$ cat config.mk
export PLATFORM = sky130hd
export DESIGN_NAME = pb_wire_decoder
export DESIGN_NICKNAME = d
export VERILOG_FILES = /design/src/rtl/pb_wire_decoder.sv
export SDC_FILE = /design/constraint.sdc
export NUM_CORES = 1
export LEC_CHECK = 0
export BUFFER_PORTS_ARGS = -buffer_cell sky130_fd_sc_hd__buf_4
export CORE_MARGIN = 2
export CORE_UTILIZATION = 56
export CTS_CLUSTER_DIAMETER = 30
export DETAILED_ROUTE_END_ITERATION = 6
export PLACE_DENSITY_LB_ADDON = 0.05
export SYNTH_ARGS = -nofsm -noshare
export SYNTH_HDL_FRONTEND = slang
export SYNTH_SLANG_ARGS = --single-unit
$ cat constraint.sdc
create_clock -name clk -period 5.2 [get_ports clk]
set_input_delay 0.26 -clock clk [delete_from_list [all_inputs] [get_ports clk]]
set_output_delay 0.26 -clock clk [all_outputs]
set_load 0.01 [all_outputs]
$ cat src/rtl/pb_wire_decoder.sv
// Framed pipebomb wire-message decoder: 1 byte/cycle stream in, one parallel
// instruction beat out. Malformed frames are dropped whole and counted.
module pb_wire_decoder #(
   parameter int CNT_W   = 16,
   parameter bit FWD_NOP = 1'b1
) (
   input  logic             clk,
   input  logic             rst,
   input  logic [7:0]       s_tdata,
   input  logic             s_tvalid,
   output logic             s_tready,
   input  logic             s_tlast,
   output logic             m_v,
   input  logic             m_r,
   output logic [2:0]       m_opcode,
   output logic             m_valid,
   output logic [63:0]      m_timestamp,
   output logic             m_side,
   output logic [47:0]      m_order_id,
   output logic [47:0]      m_price,
   output logic [31:0]      m_quantity,
   output logic [47:0]      m_new_order_id,
   output logic             m_last_in_bundle,
   output logic [31:0]      msg_count,
   output logic [CNT_W-1:0] err_trunc,
   output logic [CNT_W-1:0] err_long,
   output logic [CNT_W-1:0] err_opcode
);

   localparam logic [2:0] OP_NOP     = 3'd0;
   localparam logic [2:0] OP_ADD     = 3'd1;
   localparam logic [2:0] OP_CANCEL  = 3'd2;
   localparam logic [2:0] OP_DELETE  = 3'd3;
   localparam logic [2:0] OP_REPLACE = 3'd4;
   localparam logic [2:0] OP_EXECUTE = 3'd5;

   typedef enum logic [1:0] {ST_HDR, ST_BODY, ST_DROP, ST_HOLD} state_t;

   function automatic logic [4:0] msg_len(input logic [2:0] op);
      case (op)
         OP_NOP:                msg_len = 5'd1;
         OP_DELETE:             msg_len = 5'd13;
         OP_CANCEL, OP_EXECUTE: msg_len = 5'd17;
         OP_ADD:                msg_len = 5'd23;
         OP_REPLACE:            msg_len = 5'd29;
         default:               msg_len = 5'd0;
      endcase
   endfunction

   state_t         state_reg, state_next;
   logic [4:0]     cnt_reg, len_reg;
   logic [5:0]     hdr_reg;     // header bits [7:2]
   logic [223:0]   asm_reg;     // body bytes, newest in [7:0]

   logic           accept, out_free, body_final;
   logic           complete, fwd, load;
   logic           inc_trunc, inc_long, inc_op;
   logic [5:0]     dec_hdr;
   logic [223:0]   body_full;
   logic [47:0]    dec_ts, dec_oid, dec_price, dec_nid;
   logic [31:0]    dec_qty;

   assign s_tready   = (state_reg != ST_HOLD) & ~rst;
   assign accept     = s_tvalid & s_tready;
   assign out_free   = ~m_v | m_r;
   assign body_final = (cnt_reg + 5'd1) == len_reg;
   // Held messages already own the whole body; live completions still need the final byte.
   assign body_full  = (state_reg == ST_HOLD) ? asm_reg : {asm_reg[215:0], s_tdata};
   assign dec_hdr    = (state_reg == ST_HDR) ? s_tdata[7:2] : hdr_reg;

   always_comb begin
      dec_ts    = '0;
      dec_oid   = '0;
      dec_price = '0;
      dec_nid   = '0;
      dec_qty   = '0;
      case (dec_hdr[5:3])
         OP_DELETE: begin
            dec_ts  = body_full[95:48];
            dec_oid = body_full[47:0];
         end
         OP_CANCEL, OP_EXECUTE: begin
            dec_ts  = body_full[127:80];
            dec_oid = body_full[79:32];
            dec_qty = body_full[31:0];
         end
         OP_ADD: begin
            dec_ts    = body_full[175:128];
            dec_oid   = body_full[127:80];
            dec_price = body_full[79:32];
            dec_qty   = body_full[31:0];
         end
         OP_REPLACE: begin
            dec_ts    = body_full[223:176];
            dec_oid   = body_full[175:128];
            dec_nid   = body_full[127:80];
            dec_price = body_full[79:32];
            dec_qty   = body_full[31:0];
         end
         default: ;
      endcase
   end

   always_comb begin
      state_next = state_reg;
      complete   = 1'b0;
      inc_trunc  = 1'b0;
      inc_long   = 1'b0;
      inc_op     = 1'b0;
      if (accept) begin
         case (state_reg)
            ST_HDR: begin
               if (s_tdata[7:5] > OP_EXECUTE) begin
                  inc_op     = 1'b1;
                  state_next = s_tlast ? ST_HDR : ST_DROP;
               end else if (s_tdata[7:5] == OP_NOP) begin
                  if (s_tlast) begin
                     complete = 1'b1;
                  end else begin
                     inc_long   = 1'b1;
                     state_next = ST_DROP;
                  end
               end else if (s_tlast) begin
                  inc_trunc = 1'b1;
               end else begin
                  state_next = ST_BODY;
               end
            end
            ST_BODY: begin
               if (body_final) begin
                  if (s_tlast) begin
                     complete = 1'b1;
                  end else begin
                     inc_long   = 1'b1;
                     state_next = ST_DROP;
                  end
               end else if (s_tlast) begin
                  inc_trunc  = 1'b1;
                  state_next = ST_HDR;
               end
            end
            ST_DROP: if (s_tlast) state_next = ST_HDR;
            default: ;
         endcase
      end
      fwd  = complete & ((dec_hdr[5:3] != OP_NOP) | FWD_NOP);
      load = (fwd & out_free) | ((state_reg == ST_HOLD) & ~m_v);
      if (complete)
         state_next = (fwd & ~out_free) ? ST_HOLD : ST_HDR;
      if ((state_reg == ST_HOLD) && !m_v)
         state_next = ST_HDR;
   end

   always_ff @(posedge clk) begin
      if (rst) begin
         state_reg        <= ST_HDR;
         cnt_reg          <= '0;
         len_reg          <= '0;
         hdr_reg          <= '0;
         asm_reg          <= '0;
         m_v              <= 1'b0;
         m_opcode         <= '0;
         m_valid          <= 1'b0;
         m_timestamp      <= '0;
         m_side           <= 1'b0;
         m_order_id       <= '0;
         m_price          <= '0;
         m_quantity       <= '0;
         m_new_order_id   <= '0;
         m_last_in_bundle <= 1'b0;
         msg_count        <= '0;
         err_trunc        <= '0;
         err_long         <= '0;
         err_opcode       <= '0;
      end else begin
         state_reg <= state_next;
         if (accept && state_reg == ST_HDR) begin
            hdr_reg <= s_tdata[7:2];
            len_reg <= msg_len(s_tdata[7:5]);
            cnt_reg <= 5'd1;
            asm_reg <= '0;
         end else if (accept && state_reg == ST_BODY) begin
            cnt_reg <= cnt_reg + 5'd1;
            asm_reg <= body_full;
         end
         if (load) begin
            m_v              <= 1'b1;
            m_opcode         <= dec_hdr[5:3];
            m_side           <= dec_hdr[2];
            m_last_in_bundle <= dec_hdr[1];
            m_valid          <= dec_hdr[0];
            m_timestamp      <= {16'h0000, dec_ts};
            m_order_id       <= dec_oid;
            m_price          <= dec_price;
            m_quantity       <= dec_qty;
            m_new_order_id   <= dec_nid;
            msg_count        <= msg_count + 32'd1;
         end else if (m_r) begin
            m_v <= 1'b0;
         end
         if (inc_trunc && err_trunc != '1)   err_trunc  <= err_trunc + CNT_W'(1);
         if (inc_long && err_long != '1)     err_long   <= err_long + CNT_W'(1);
         if (inc_op && err_opcode != '1)     err_opcode <= err_opcode + CNT_W'(1);
      end
   end

endmodule

==> flow_summary_export.csv <==
group,metric,value,unit
power_and_ir_drop,p_total,13500,uW
global_route,grt_pass1_vias,23036,
global_route,top_usage_layer,"met2",
global_route,grt_pass1_wl,139000,um
clocking,cts_setup_buffers,0,
clocking,htree_num_levels,3,
drt,wl_per_cell,22.8,um
setup_path,cp_cell_sequence,"inv_1, ha_1, mux2i_4, buf_12, and2_2, nand3_1, a21oi_1",
placed_design,dp_hpwl,61700,um
placed_design,place_area,28300,sq um
sta,finalHoldViolCount,0,
finish,final_cell_count_no_fill,4079,
sta,finalSetupTns,0,ns
drt,drtIter0Drc,3440,
finish,layout_common_cells,"553 x dfxtp_1, 416 x nand2_1, 372 x nor2_1",
sta,worstMarginPinSlew,1.27,ns
placed_design,gp_congestion,0.938,
logic_synthesis,synthDistinctLibCells,62,
drt,drcViolationCount,0,
power_and_ir_drop,ir_drop,0.331,mV
power_and_ir_drop,p_leak,0.0115,uW
run_status,status,"complete, no violations",
logic_synthesis,synthSimpleGateAreaFrac,21.8,%
finish,largest_reg_flops,224,
flow_run,maxCapViolCount,0,
sta,clock_skew,0.0281,ns
die,dieArea,47900,sq um
drt,viasPerCell,6.22,
power_and_ir_drop,p_per_area,414,nW/um^2
finish,fin_area,32600,sq um
clocking,ctsRootBufferMaster,"clkbuf_16",
die,start_util,56.9,%
drt,firstDrtPassIters,6,
die,pin_count,341,
sta,fmax,261,MHz
die,core_area,45500,sq um
logic_synthesis,synth_xor_area_share,1.39,%
setup_path,worstSetupEndpointType,"register",
setup_path,critPathKind,"reg -> reg",
setup_path,cpPeakStageDelay,1.07,ns
logic_synthesis,synth_edf_count,0,
die,fp.dieW,219,um
drt,vias,25373,
global_route,grtUsageMet2,55.5,%
sta,setup_violations,0,
global_route,grt_use_total,37.4,%
global_route,grt_overflow,0,
placed_design,io_buffers,324,
finish,nets,3405,
clocking,numCtsBuffers,114,
logic_synthesis,synth_top_cell_area_share,42.8,%
hold_path,hold_path_class,"in -> reg",
logic_synthesis,netlist_instances,3188,
global_route,grt_use_met3,8.91,%
sta,finalCriticalPeriod,3.83,ns
logic_synthesis,yosysSeqAreaShare,42.8,%
logic_synthesis,synth_area_leaders,"dfxtp_1 43%, mux2i_1 7.7%, a21oi_1 6.2%, nand2_1 6.1%, a211oi_1 5.6%",
finish,drive_gt1_share,18.6,%
logic_synthesis,ys_ff_latch,553,
clocking,clock-sinks,553,
global_route,grt_max_degree,231,
logic_synthesis,synthAdderAreaFrac,0.522,%
finish,antenna_cells,0,
sta,rsz0062_at_grt,"false",
logic_synthesis,synth_mux_area_share,10.7,%
sta,slew_headroom,15.4,%
logic_synthesis,ys.flop_type,"dfxtp_1",
clocking,clk_pin_slew,0.05,ns
global_route,antenna_found_initial,4,
finish,layout_commonest_cell,"dfxtp_1",
setup_path,cp_data_arrival_time,4.38,ns
logic_synthesis,ys_async_sr_fraction,0,%
clocking,cts_buffer_depth,3,
logic_synthesis,synth_compound_area_share,17.3,%
placed_design,dp.cells,3860,
sta,drv_slew,0,
logic_synthesis,synth_top_family_by_area,"simple AND/OR/NAND/NOR gates",
sta,fin_crit_sh,73.6,%
global_route,grt_util_met1,52.0,%
drt,detail-route-antenna-nets,0,
setup_path,crit_required,5.75,ns
clocking,cts_tree,"yes",
logic_synthesis,yosys_warnings,0,
logic_synthesis,synth_area_per_cell,8.11,sq um
clocking,cts_resized,0,
setup_path,crit_slowest_cell,"and2_2",
die,placementRows,78,
clocking,insertion_delay,0.66,ns
setup_path,start_kind,"register",
finish,area_growth,25.9,%
logic_synthesis,synthesis.area,25900,sq um
clocking,holdBufCountCts,6,
setup_path,cp_max_fo,195,
logic_synthesis,yosysTopAreaCell,"dfxtp_1",
drt,totalWireLength,92900,um
die,die_y,219,um
[layout make-up]
type	instances	area [sq um]
clock inverter	71	1050
inverter	27	101
clock buffer	142	3160
timing repair buffer	363	2870
tap	600	751
fill	3610	12900
multi-input combinational	2323	13600
sequential	553	11100
[cell usage after synthesis (all sizes together) (2+ instances only)]
master,number
dfxtp,553
nand2,419
nor2,372
a21oi,320
clkbuf,213
mux2i,199
a211oi,195
nor3,154
o22ai,97
or3,89
buf,87
nand3,85
mux2,69
o21ai,66
or4,31
o31ai,30
inv,27
nor2b,26
xor2,22
nand4,20
xnor2,19
nor4,11
ha,10
and2,8
and3,7
and4,7
a22o,5
nand2b,5
nor3b,5
nand4b,4
o21a,4
o211ai,3
nor4b,2
o221ai,2
o311ai,2
o41ai,2
[per-layer routing]
metal | vias up | routed length, um | part of all wire (%)
li1 | 11710 | - | -
met1 | 12029 | 38800 | 42
met2 | 1418 | 40700 | 44
met3 | 210 | 9960 | 11
met4 | 6 | 3410 | 3.7
met5 | - | 38 | 0.041
[per-stage QoR]
step	utilization, %	setup WS, ns	hold slack (ns)
global placement	62.2	1.54	0.441
detailed placement	62.2	1.40	0.446
finish	71.6	1.37	0.0842
CTS	71.6	1.38	0.0640
global route	71.6	1.14	0.0935
floorplan	-	2.77	0.393
[report_power, final]
group	switching [uW]	leakage [uW]	total (uW)	internal (uW)
Clock	2440	0.00205	7960	5510
Combinational	816	0.00497	1130	316
Sequential	79.5	0.00446	4400	4330
Total	3340	0.0115	13500	10200
[cells by family (layout without fill, tap and decap cells)]
logic type | Yosys count | in the layout
xor+xnor | 41 | 41
compound gates | 737 | 737
other cells | 1 | 16
simple gates | 1250 | 1250
flops | 553 | 553
buf+inv | 327 | 603
fa+ha+maj | 11 | 11
mux | 268 | 268
[final timing paths]
check                                  start                 end  slack, ns  depth (start not counted)
worst max-delay path            state_reg[1]  m_new_order_id[13]       1.37                          7
worst min-delay path                 s_tlast        state_reg[0]       0.08                          3
worst max register to register  state_reg[1]  m_new_order_id[13]       1.37                          7
worst min register to register   m_price[33]         m_price[33]       0.45                          2
[worst max-delay path: cells and delay by family (launching register included)]
kind | cells | cell delay, ns
compound gates | 1 | 0.24
fa+ha+maj | 1 | 0.64
buf+inv | 2 | 0.69
flops | 1 | 0.38
mux | 1 | 0.38
simple gates | 2 | 1.25
(Power assumes the default switching activity.)
